===== config.mk =====
export PLATFORM = sky130hd
export DESIGN_NAME = dmem_port_arbiter
export DESIGN_NICKNAME = d
export VERILOG_FILES = /design/src/rtl/cpu_pkg.sv /design/src/rtl/dmem_arb_select.sv /design/src/rtl/dmem_port_arbiter.sv
export SDC_FILE = /design/constraint.sdc
export NUM_CORES = 1
export LEC_CHECK = 0
export ABC_CLOCK_PERIOD_IN_PS = 2520
export CAP_MARGIN = 20
export CORE_AREA = 5 5 74 76
export DETAILED_ROUTE_END_ITERATION = 6
export DIE_AREA = 0 0 79 81
export PLACE_DENSITY = 0.83
export REMOVE_ABC_BUFFERS = 1
export SETUP_SLACK_MARGIN = 0.15
export SLEW_MARGIN = 20
export SYNTH_ARGS = -nofsm -noshare
export SYNTH_HDL_FRONTEND = slang
export SYNTH_SLANG_ARGS = --single-unit

===== constraint.sdc =====
create_clock -name clk -period 2.52 [get_ports clk]
set_input_delay 0.504 -clock clk [delete_from_list [all_inputs] [get_ports clk]]
set_output_delay 0.504 -clock clk [all_outputs]
set_load 0.005 [all_outputs]

===== src/rtl/cpu_pkg.sv =====
// Shared types and defaults for the data-memory port arbiter.
package cpu_pkg;

  localparam int AW_DEF = 8;
  localparam int DW_DEF = 8;
  localparam int CNT_W  = 4;

  typedef enum logic [1:0] {
    ARB_IDLE   = 2'd0,
    ARB_ACCESS = 2'd1,
    ARB_DONE   = 2'd2
  } arb_state_t;

  localparam logic PORT_CPU = 1'b0;
  localparam logic PORT_LDR = 1'b1;

endpackage


===== src/rtl/dmem_arb_select.sv =====
// Winner selection between CPU and loader ports, with the loader starvation counter.
module dmem_arb_select
  import cpu_pkg::*;
#(
  parameter int STARVE_MAX = 4
) (
  input  logic clk,
  input  logic rst_n,
  input  logic req0_i,
  input  logic req1_i,
  input  logic grant_i,
  output logic winner_o
);

  logic [CNT_W-1:0] starve_cnt_q, starve_cnt_d;

  always_comb begin
    winner_o = PORT_CPU;
    if (req1_i && (!req0_i || starve_cnt_q == CNT_W'(STARVE_MAX))) winner_o = PORT_LDR;
  end

  // Only a CPU grant that actually passes over a waiting loader counts toward starvation.
  always_comb begin
    starve_cnt_d = starve_cnt_q;
    if (grant_i) begin
      if (winner_o == PORT_CPU && req1_i) begin
        if (starve_cnt_q != '1) starve_cnt_d = starve_cnt_q + CNT_W'(1);
      end else begin
        starve_cnt_d = '0;
      end
    end
  end

  always_ff @(posedge clk or negedge rst_n) begin
    if (!rst_n) starve_cnt_q <= '0;
    else        starve_cnt_q <= starve_cnt_d;
  end

endmodule


===== src/rtl/dmem_port_arbiter.sv =====
// Shares a single-port data memory between the CPU memory stage (port 0) and the loader (port 1).
// Valid/ready: reqN is held with stable we/addr/wdata until ackN pulses for one cycle; ackN is the only completion.
module dmem_port_arbiter
  import cpu_pkg::*;
#(
  parameter int AW         = AW_DEF,
  parameter int DW         = DW_DEF,
  parameter int MEM_LAT    = 1,
  parameter int STARVE_MAX = 4
) (
  input  logic          clk,
  input  logic          rst_n,
  input  logic          req0,
  input  logic          req1,
  input  logic          we0,
  input  logic          we1,
  input  logic [AW-1:0] addr0,
  input  logic [AW-1:0] addr1,
  input  logic [DW-1:0] wdata0,
  input  logic [DW-1:0] wdata1,
  output logic          ack0,
  output logic          ack1,
  output logic [DW-1:0] rdata0,
  output logic [DW-1:0] rdata1,
  output logic          stall0,
  output logic          busy,
  output logic          mem_en,
  output logic          mem_we,
  output logic [AW-1:0] mem_addr,
  output logic [DW-1:0] mem_wdata,
  input  logic [DW-1:0] mem_rdata,
  output arb_state_t    dbg_state
);

  localparam int LAT_W = 4;

  if (MEM_LAT < 1 || MEM_LAT > 15) begin : g_bad_lat
    $error("dmem_port_arbiter: MEM_LAT must be within 1..15");
  end
  if (STARVE_MAX < 1 || STARVE_MAX > 15) begin : g_bad_starve
    $error("dmem_port_arbiter: STARVE_MAX must be within 1..15");
  end

  arb_state_t       state_q;
  logic [LAT_W-1:0] lat_q;
  logic             owner_q;
  logic             we_q;
  logic [AW-1:0]    addr_q;
  logic [DW-1:0]    wdata_q;
  logic             mem_en_q, mem_we_q;
  logic             ack0_q, ack1_q;
  logic [DW-1:0]    rdata0_q, rdata1_q;

  logic winner;
  logic grant;

  assign grant = (state_q == ARB_IDLE) && (req0 || req1);

  dmem_arb_select #(
    .STARVE_MAX(STARVE_MAX)
  ) u_select (
    .clk     (clk),
    .rst_n   (rst_n),
    .req0_i  (req0),
    .req1_i  (req1),
    .grant_i (grant),
    .winner_o(winner)
  );

  always_ff @(posedge clk or negedge rst_n) begin
    if (!rst_n) begin
      state_q  <= ARB_IDLE;
      lat_q    <= '0;
      owner_q  <= PORT_CPU;
      we_q     <= 1'b0;
      addr_q   <= '0;
      wdata_q  <= '0;
      mem_en_q <= 1'b0;
      mem_we_q <= 1'b0;
      ack0_q   <= 1'b0;
      ack1_q   <= 1'b0;
      rdata0_q <= '0;
      rdata1_q <= '0;
    end else begin
      mem_en_q <= 1'b0;
      mem_we_q <= 1'b0;
      ack0_q   <= 1'b0;
      ack1_q   <= 1'b0;
      case (state_q)
        ARB_IDLE: begin
          if (grant) begin
            owner_q  <= winner;
            we_q     <= winner ? we1 : we0;
            addr_q   <= winner ? addr1 : addr0;
            wdata_q  <= winner ? wdata1 : wdata0;
            mem_en_q <= 1'b1;
            mem_we_q <= winner ? we1 : we0;
            lat_q    <= LAT_W'(1);
            state_q  <= ARB_ACCESS;
          end
        end
        ARB_ACCESS: begin
          // Read data is sampled on the edge that leaves the last access cycle.
          if (lat_q == LAT_W'(MEM_LAT)) begin
            state_q <= ARB_DONE;
            if (owner_q == PORT_LDR) begin
              ack1_q <= 1'b1;
              if (!we_q) rdata1_q <= mem_rdata;
            end else begin
              ack0_q <= 1'b1;
              if (!we_q) rdata0_q <= mem_rdata;
            end
          end else begin
            lat_q <= lat_q + LAT_W'(1);
          end
        end
        ARB_DONE: state_q <= ARB_IDLE;
        default:  state_q <= ARB_IDLE;
      endcase
    end
  end

  assign ack0      = ack0_q;
  assign ack1      = ack1_q;
  assign rdata0    = rdata0_q;
  assign rdata1    = rdata1_q;
  assign stall0    = req0 & ~ack0_q;
  assign busy      = (state_q != ARB_IDLE);
  assign mem_en    = mem_en_q;
  assign mem_we    = mem_we_q;
  assign mem_addr  = addr_q;
  assign mem_wdata = wdata_q;
  assign dbg_state = state_q;

endmodule

==> results of run 1 <==
power by group through the flow:
stage               clock network, mW  registers, mW  logic [mW]
floorplan                           0           1.34       0.662
CTS                             0.571           1.32        1.58
global placement                    0           1.32        1.53
finish                          0.557           1.32        1.55
global route                    0.598           1.37        1.70
detailed placement                  0           1.34        1.56
metrics by stage:
step                      total power, mW  hold slack [ns]  setup WS [ns]  std cells  utilization
after floorplan                      2.00            0.208          0.572        185            -
after global placement               2.85            0.311          0.360        328        0.648
after detailed placement             2.90            0.312          0.337        328        0.648
after CTS                            3.47            0.508          0.335        337        0.674
after global routing                 3.67            0.524          0.301        337        0.674
final                                3.43            0.510          0.341        337        0.674
final timing paths:
path                                                 startpoint                       end
max                                                        req0                    stall0
min                                         owner_q$_DFFE_PN0P_            ack0$_DFF_PN0_
max reg2reg                u_select.starve_cnt_q[0]$_DFFE_PN0P_   mem_addr[4]$_DFFE_PN0P_
min reg2reg                                 owner_q$_DFFE_PN0P_            ack0$_DFF_PN0_
max in group asynchronous                                 rst_n          we_q$_DFFE_PN0P_
min in group asynchronous                                 rst_n  mem_wdata[6]$_DFFE_PN0P_
worst max-delay path: cells and delay by family:
family	cells	cell delay, ns
buffers and inverters	3	1.05
AND/OR/NAND/NOR	1	0.12
synth_stat cells:
library cell / instances
sky130_fd_sc_hd__a21bo_2: 1
sky130_fd_sc_hd__a21o_1: 1
sky130_fd_sc_hd__a21oi_1: 37
sky130_fd_sc_hd__a22o_1: 1
sky130_fd_sc_hd__a31oi_1: 1
sky130_fd_sc_hd__and2_1: 1
sky130_fd_sc_hd__and3_1: 1
sky130_fd_sc_hd__and3b_1: 1
sky130_fd_sc_hd__and4_1: 1
sky130_fd_sc_hd__buf_2: 1
sky130_fd_sc_hd__buf_4: 4
sky130_fd_sc_hd__buf_6: 1
sky130_fd_sc_hd__clkbuf_1: 2
sky130_fd_sc_hd__dfrtp_1: 48
sky130_fd_sc_hd__ha_1: 4
sky130_fd_sc_hd__inv_1: 7
sky130_fd_sc_hd__inv_2: 1
sky130_fd_sc_hd__mux2_2: 10
sky130_fd_sc_hd__mux2_4: 8
sky130_fd_sc_hd__nand2_1: 21
sky130_fd_sc_hd__nand3_1: 4
sky130_fd_sc_hd__nand3_2: 1
sky130_fd_sc_hd__nand3b_2: 1
sky130_fd_sc_hd__nand4_1: 1
sky130_fd_sc_hd__nor2_1: 21
sky130_fd_sc_hd__nor2_2: 1
sky130_fd_sc_hd__nor2b_4: 1
sky130_fd_sc_hd__o211ai_1: 2
sky130_fd_sc_hd__o21a_1: 1
sky130_fd_sc_hd__o21ai_0: 2
sky130_fd_sc_hd__o21ai_2: 1
sky130_fd_sc_hd__o31ai_1: 1
sky130_fd_sc_hd__o41ai_1: 1
sky130_fd_sc_hd__or2_2: 1
sky130_fd_sc_hd__or3_1: 1
sky130_fd_sc_hd__xor2_1: 1
cell type report:
cell class | count | area, um^2
Timing Repair Buffer | 90 | 898
Clock inverter | 3 | 42.5
Multi-Input combinational cell | 129 | 835
Inverter | 8 | 30.0
Tap cell | 54 | 67.6
Sequential cell | 48 | 1200
Fill cell | 363 | 1520
Clock buffer | 5 | 68.8
flip-flops by register name (all words and copies together) (netlist names), 2 cells and up:
| signal | count |
|---|---|
| dbg_state | 2 |
| lat_q | 4 |
| mem_addr | 8 |
| mem_wdata | 8 |
| rdata0 | 8 |
| rdata1 | 8 |
| u_select.starve_cnt_q | 4 |
kinds of logic after synthesis:
| kind of cell | after synthesis | share of synthesized area |
|---|---|---|
| compound gates | 49 | 0.130 |
| xor+xnor | 1 | 0.00413 |
| fa+ha+maj | 4 | 0.0236 |
| buf+inv | 16 | 0.0396 |
| flops | 48 | 0.567 |
| mux | 18 | 0.110 |
| simple gates | 57 | 0.126 |
placed cells by master, fill, tap and decap left out, types with 2 or more instances in the layout:
cell type	count
sky130_fd_sc_hd__clkdlybuf4s50_1	84
sky130_fd_sc_hd__dfrtp_1	48
sky130_fd_sc_hd__a21oi_1	37
sky130_fd_sc_hd__nor2_1	21
sky130_fd_sc_hd__nand2_1	21
sky130_fd_sc_hd__mux2_2	10
sky130_fd_sc_hd__mux2_4	8
sky130_fd_sc_hd__inv_1	7
sky130_fd_sc_hd__clkbuf_8	5
sky130_fd_sc_hd__nand3_1	4
sky130_fd_sc_hd__ha_1	4
sky130_fd_sc_hd__buf_4	3
sky130_fd_sc_hd__o211ai_1	2
sky130_fd_sc_hd__o21ai_0	2
layer usage:
layer	vias up	global-route usage	routed length, um
met5	-	0	0
met4	0	0.0876	72
met3	7	0.0643	502
met2	69	0.283	2420
met1	792	0.187	2000
li1	839	-	-
==> run summary, run 1 <==
most common cell type on the critical path = sky130_fd_sc_hd__clkdlybuf4s50_1
die area = 6400 um^2
Ports = 86
vertical die dimension = 81 um
Lkg Pwr = 1.41 nW
mean cell area of the mapped netlist = 11.0 um^2
number of cells on the worst hold path = 1
total setup violations reported at the end of the flow = 0
actual slew at the worst max-slew pin = 0.633 ns
Clock H-tree levels = 2
Clock Tree Root = sky130_fd_sc_hd__clkbuf_8
synthesis-to-layout area growth = 48.3%
kind of capture point of the worst setup path = primary output
DRC violation total after the first TritonRoute iteration = 85
CTS Hold Buffers Added = 1
RePlAce Congestion = 0.764
Max Root-Sink Buffers = 2
YS warnings = 0
crit-path cells = clkdlybuf4s50_1, inv_1, nor2_1, clkdlybuf4s50_1
largest cells by area after synthesis = sky130_fd_sc_hd__dfrtp_1 57%, sky130_fd_sc_hd__a21oi_1 8.7%, sky130_fd_sc_hd__mux2_4 5.7%, sky130_fd_sc_hd__mux2_2 5.3%, sky130_fd_sc_hd__nand2_1 3.7%
average routed wire per standard cell = 14.8 um
Max Cap Viol = 0
Final min period = 2.18 ns
cell area after layout = 3140 um^2
fin. max-slew vios = 0
antenna-violating nets left = 0
placed cell areas = 3020 um^2
internal power component = 2.37 mW
remaining design rule violation count = 0
Slew HR = 0.578
cell with the largest stage delay on the worst path = sky130_fd_sc_hd__clkdlybuf4s50_1
insertion delay of the later-clocked pin in the worst-skew pair = 0.31 ns
type of the tightest min-delay check = reg -> reg
Vias per Instance = 5.07
final hold violations = 0
required time reported for the critical path endpoint = 2.02 ns
clock slew at the register clock pins of the worst setup and hold paths = 0.09 ns
final net count = 332
Post-Syn Area = 2120 um^2
number of cell rows = 25
largest voltage drop on the vdd net = 0.000524 V
combinational share of power = 0.453
drt pass-1 iters = 4
vias = 1,707
maximum number of pins on one net before global-route repair = 47
GRT overflow = 0
RSZ-0062 raised after global routing = false
Num CTS Buffers = 5
maximum net fanout on the critical path = 6
Synth top area share = 0.567
sum of routed wire length over all layers = 4990 um
Yosys reg bits = 48
initial core utilization = 0.455
Sw Share = 0.308
antenna violations before repair = 0
critical path arrival = 1.68 ns
global-route wire length before repair = 8200 um
final worst-path cycle share = 0.865
outcome = complete, no violations
Reg2Reg Setup Slack = 0.67 ns
synthesized instance count = 193
clock sink count = 48
Post-Route Setup TNS = 0 ns
x dimension of the die = 79 um
clock tree from TritonCTS = built
net switching power figure = 1.06 mW
largest stage delay on the critical path = 0.50 ns
share of total power in sequential cells = 0.385
overall routing resource usage = 0.169
Core ar. = 4660 um^2
power per unit of standard cell area = 1090 nW/um^2
part of the Yosys area used for sequential elements = 0.567
worst-case reg-to-reg path depth = 6
ant diodes = 0
Worst Clk Skew = 0.00578 ns
via count of the first global-routing pass = 1,741
Worst Setup Path Type = in -> out
Setup Buffers After CTS = 0
part of the total power dissipated in the clock network = 0.162
cell accounting for the most synthesized area = sky130_fd_sc_hd__dfrtp_1
total of cells resized after clock tree synthesis = 0
startpoint type of the worst setup path = input port
buffers added on ports = 85
count of unique library cells instantiated by Yosys = 36
proportion of layout cells with a drive suffix above 1 = 0.138
half-perimeter wire length after detailed placement = 3630 um
Fmax = 459 MHz
Note: power is estimated with default switching activity, not from simulation.
==> run 2, diff against run 1 <==
--- a/config.mk
+++ b/config.mk
@@ -8,3 +8,2 @@
 export ABC_CLOCK_PERIOD_IN_PS = 2520
-export CAP_MARGIN = 20
 export CORE_AREA = 5 5 74 76
--- a/constraint.sdc
+++ b/constraint.sdc
@@ -3,2 +3,2 @@
 set_output_delay 0.504 -clock clk [all_outputs]
-set_load 0.005 [all_outputs]
+set_load 0.02 [all_outputs]
==> run 2 against run 1 <==
  * Largest power group unchanged
  * Critical endpoint unchanged
  * Sequential share of layout area grew 0.23 points
  * Cell count shrank 0.30%
  * Wire length shrank 0.32%
  * Global-route usage shrank 0.41 points
  * Combinational power grew 23%
==> run summary, run 2 (synthesis results as in run 1) <==
post-layout instance count excluding filler cells = 336
outcome = complete, no violations
Core ar. = 4660 um^2
total setup violations reported at the end of the flow = 0
clock slew at the register clock pins of the worst setup and hold paths = 0.09 ns
Max Cap Viol = 0
RSZ-0062 raised after global routing = false
Setup Buffers After CTS = 0
Final Power = 3.78 mW
proportion of layout cells with a drive suffix above 1 = 0.138
Vias per Instance = 5.19
placed cell areas = 3010 um^2
post-route setup slack = 0.243 ns
type of the tightest min-delay check = in -> async
top layer reached by signal wires = met4
Post-Route Setup TNS = 0 ns
antenna violations before repair = 0
Clock Tree Root = sky130_fd_sc_hd__clkbuf_8
Final min period = 2.28 ns
launch instance of the worst register-to-register path = u_select.starve_cnt_q[0]$_DFFE_PN0P_
number of cell rows = 25
required time reported for the critical path endpoint = 2.02 ns
Fmax = 439 MHz
clock sink count = 48
RePlAce Congestion = 0.772
drt pass-1 iters = 4
Reg2Reg Setup Slack = 0.67 ns
Max Root-Sink Buffers = 2
startpoint type of the worst setup path = input port
antenna-violating nets left = 0
wire length on met2 = 2320 um
overall routing resource usage = 0.164
Critical path origin = req0
Clock H-tree levels = 2
die area = 6400 um^2
Worst Setup Path Type = in -> out
Slew HR = 0.573
largest voltage drop on the vdd net = 0.000652 V
cell area after layout = 3120 um^2
sum of routed wire length over all layers = 4970 um
via count of the first global-routing pass = 1,685
actual slew at the worst max-slew pin = 0.640 ns
ant diodes = 0
CTS Hold Buffers Added = 0
fin. max-slew vios = 0
DP Worst Slack = 0.240 ns
most common cell after layout, fill and taps aside = sky130_fd_sc_hd__clkdlybuf4s50_1
initial core utilization = 0.455
critical path arrival = 1.77 ns
Ports = 86
met1 wire length = 2140 um
synthesis-to-layout area growth = 47.4%
buffers added on ports = 85
total of cells resized after clock tree synthesis = 0
final hold violations = 0
global-route wire length before repair = 8080 um
half-perimeter wire length after detailed placement = 3640 um
maximum net fanout on the critical path = 6
GRT overflow = 0
Lkg Pwr = 1.40 nW
kind of capture point of the worst setup path = primary output
vertical die dimension = 81 um
final worst-path cycle share = 0.903
Filler Cell Count = 372
remaining design rule violation count = 0
x dimension of the die = 79 um
final net count = 331
DRC violation total after the first TritonRoute iteration = 125
Num CTS Buffers = 5
vias = 1,743
insertion delay of the later-clocked pin in the worst-skew pair = 0.30 ns
Post-Place Cells = 328
length of routed met3 wiring = 433 um
leading cell types in the layout, fill and taps excluded = 84 x sky130_fd_sc_hd__clkdlybuf4s50_1, 48 x sky130_fd_sc_hd__dfrtp_1, 37 x sky130_fd_sc_hd__a21oi_1, 21 x sky130_fd_sc_hd__nor2_1, 21 x sky130_fd_sc_hd__nand2_1
power per unit of standard cell area = 1210 nW/um^2
maximum number of pins on one net before global-route repair = 49
Worst Clk Skew = 0.00649 ns
average routed wire per standard cell = 14.8 um
clock tree from TritonCTS = built
run 2: final timing paths:
kind	to	depth (start not counted)
worst min register to register	ack0$_DFF_PN0_	1
min in group clk	ack0$_DFF_PN0_	1
max in group asynchronous	rdata0[7]$_DFFE_PN0P_	2
worst min-delay path	mem_addr[2]$_DFFE_PN0P_	2
worst max register to register	mem_wdata[3]$_DFFE_PN0P_	6
worst max-delay path	stall0	4
run 2: report_power, final:
| group | switching (mW) | total, mW | internal [mW] | leakage (nW) |
|---|---|---|---|---|
| combinational | 0.932 | 1.90 | 0.968 | 0.771 |
| sequential | 0.207 | 1.32 | 1.11 | 0.573 |
| clock | 0.263 | 0.562 | 0.299 | 0.0548 |
| total | 1.40 | 3.78 | 2.38 | 1.40 |
run 2: critical path, cell delays in order:
cell and delay (ns):
sky130_fd_sc_hd__clkdlybuf4s50_1 0.45, sky130_fd_sc_hd__inv_1 0.10, sky130_fd_sc_hd__nor2_1 0.12, sky130_fd_sc_hd__clkdlybuf4s50_1 0.61
run 2: layout make-up:
cell class | instances | area [um^2] | area share
repair buffers | 89 | 876 | 0.280
inverters | 8 | 30.0 | 0.00961
flip-flops and latches | 48 | 1200 | 0.384
multi-input cells | 129 | 835 | 0.267
clock buffers | 5 | 68.8 | 0.0220
clock inverters | 3 | 46.3 | 0.0148
well taps | 54 | 67.6 | 0.0216
run 2: per-stage QoR:
stage               hold slack [ns]  utilization
floorplan                     0.208            -
global placement              0.488        0.646
detailed placement            0.493        0.646
CTS                           0.314        0.670
global route                  0.341        0.670
finish                        0.283        0.670
run 2: per-layer routing:
layer  vias up  GRT usage
met5         -          0
met4         0     0.0515
met3         7     0.0643
met2        65      0.277
met1       829      0.194
li1        842          -
==> run 3, diff against run 2 <==
Settings changed: ABC_CLOCK_PERIOD_IN_PS 2520 to 2000, CORE_AREA 5 5 74 76 to 5 5 80 82, DIE_AREA 0 0 79 81 to 0 0 85 87, PLACE_DENSITY 0.83 to 0.75.
Clock period 2.52 ns to 2 ns, I/O delays scaled along.
==> run 3 against run 2 <==
  * First-iteration DRC count is 59% lower
  * Total power is 28% higher
  * Sequential share of layout area is 0.93 points lower
  * Non-clock buffer count is 3 higher
  * Clock skew is 0.0021 ns higher
  * Sequential cell count stayed put
  * Critical path type is now reg -> out
  * Clock-buffer cell count stayed put
  * Sequential power is 27% higher
  * Die area is 16% higher
  * Cell area is 2.5% higher
  * Combinational power is 29% higher
==> run summary, run 3 (synthesis results as in run 1) <==
fin. max-slew vios = 0
post-route setup slack = 0.239 ns
overall routing resource usage = 0.148
Final Hold Slack = 0.0632 ns
Final min period = 1.76 ns
leading cell types in the layout, fill and taps excluded = 82 x sky130_fd_sc_hd__clkdlybuf4s50_1, 48 x sky130_fd_sc_hd__dfrtp_1, 37 x sky130_fd_sc_hd__a21oi_1, 21 x sky130_fd_sc_hd__nor2_1, 21 x sky130_fd_sc_hd__nand2_1
maximum net fanout on the critical path = 3
average routed wire per standard cell = 14.6 um
die area = 7400 um^2
Worst Clk Skew = 0.00864 ns
cell with the largest stage delay on the worst path = sky130_fd_sc_hd__dfrtp_1
Worst Setup Path Type = reg -> out
clock slew at the register clock pins of the worst setup and hold paths = 0.09 ns
insertion delay of the later-clocked pin in the worst-skew pair = 0.30 ns
vertical die dimension = 87 um
RSZ-0062 raised after global routing = false
post-layout instance count excluding filler cells = 360
Slew HR = 0.656
global-route wire length before repair = 8670 um
Post-Route Setup TNS = 0 ns
antenna violations before repair = 0
Lkg Pwr = 1.43 nW
most common cell after layout, fill and taps aside = sky130_fd_sc_hd__clkdlybuf4s50_1
number of cell rows = 28
clock tree from TritonCTS = built
type of the tightest min-delay check = in -> async
initial core utilization = 0.373
Num CTS Buffers = 5
synthesis-to-layout area growth = 51.1%
half-perimeter wire length after detailed placement = 4010 um
Clock H-tree levels = 2
largest voltage drop on the vdd net = 0.000756 V
Core ar. = 5680 um^2
Max Root-Sink Buffers = 2
Worst path top cell family by delay = flip-flops
remaining design rule violation count = 0
GRT overflow = 0
DRC violation total after the first TritonRoute iteration = 51
outcome = complete, no violations
critical path arrival = 1.36 ns
total setup violations reported at the end of the flow = 0
via count of the first global-routing pass = 1,770
final net count = 334
required time reported for the critical path endpoint = 1.60 ns
Max Cap Viol = 0
vias = 1,721
placed cell areas = 3080 um^2
final hold violations = 0
clock sink count = 48
kind of capture point of the worst setup path = primary output
DP Worst Slack = 0.0104 ns
ant diodes = 0
Bufs and invs on worst path = 1
power per unit of standard cell area = 1510 nW/um^2
startpoint type of the worst setup path = flop
Ports = 86
buffers added on ports = 85
post-layout utilization of the core = 0.564
maximum number of pins on one net before global-route repair = 28
final worst-path cycle share = 0.881
proportion of layout cells with a drive suffix above 1 = 0.154
x dimension of the die = 85 um
Fmax = 568 MHz
antenna-violating nets left = 0
drt pass-1 iters = 4
largest stage delay on the critical path = 0.43 ns
Final Power = 4.83 mW
Vias per Instance = 4.78
actual slew at the worst max-slew pin = 0.515 ns
Post-Place Cells = 352
Filler Cell Count = 535
RePlAce Congestion = 0.806
sum of routed wire length over all layers = 5250 um
crit-path cells = or2_2, dlygate4sd2_1
cell area after layout = 3200 um^2
Clock Tree Root = sky130_fd_sc_hd__clkbuf_8
run 3: cell types whose count changed in the layout (fill, tap and decap cells not counted):
cell,change
sky130_fd_sc_hd__buf_12,+2
sky130_fd_sc_hd__clkdlybuf4s50_1,-2
sky130_fd_sc_hd__dlygate4sd2_1,+2
sky130_fd_sc_hd__buf_4,+1
sky130_fd_sc_hd__o21a_1,-1
sky130_fd_sc_hd__o21a_2,+1
sky130_fd_sc_hd__or3_1,-1
sky130_fd_sc_hd__or3_4,+1
run 3: area by class of cell:
cell class,count,area (um^2),area share
sequential,48,1200,0.375
multi-input combinational,129,841,0.263
timing repair buffer,92,921,0.288
clock buffer,5,68.8,0.0215
tap,75,93.8,0.0293
inverter,8,30.0,0.00938
clock inverter,3,46.3,0.0145
run 3: what timing repair did:
item	CTS	global route
resized for setup	2	2
setup endpoints to repair	2	26
setup buffers	0	0
hold buffers	0	0
run 3: worst paths after layout:
kind,slack (ns),start,cells past startpoint,to
max,0.24,dbg_state[1]$_DFFE_PN0P_,2,busy
min,0.06,rst_n,1,mem_en$_DFF_PN0_
max reg2reg,0.36,lat_q[1]$_DFFE_PN0P_,5,rdata0[1]$_DFFE_PN0P_
min reg2reg,0.52,rdata1[6]$_DFFE_PN0P_,1,rdata1[6]$_DFFE_PN0P_
max in group asynchronous,1.41,rst_n,2,owner_q$_DFFE_PN0P_
min in group clk,0.52,rdata1[6]$_DFFE_PN0P_,1,rdata1[6]$_DFFE_PN0P_
run 3: report_power, final:
part,internal [mW],total (mW),leakage (nW),switching [mW]
combinational,1.25,2.45,0.800,1.20
sequential,1.40,1.67,0.573,0.270
clock,0.377,0.704,0.0548,0.327
total,3.03,4.83,1.43,1.79
run 3: routing by layer:
metal	up-vias	GRT usage	share of wire
met4	0	0.0403	0.014
met5	-	0	0
met1	832	0.189	0.43
li1	839	-	-
met3	6	0.0464	0.058
met2	44	0.242	0.50
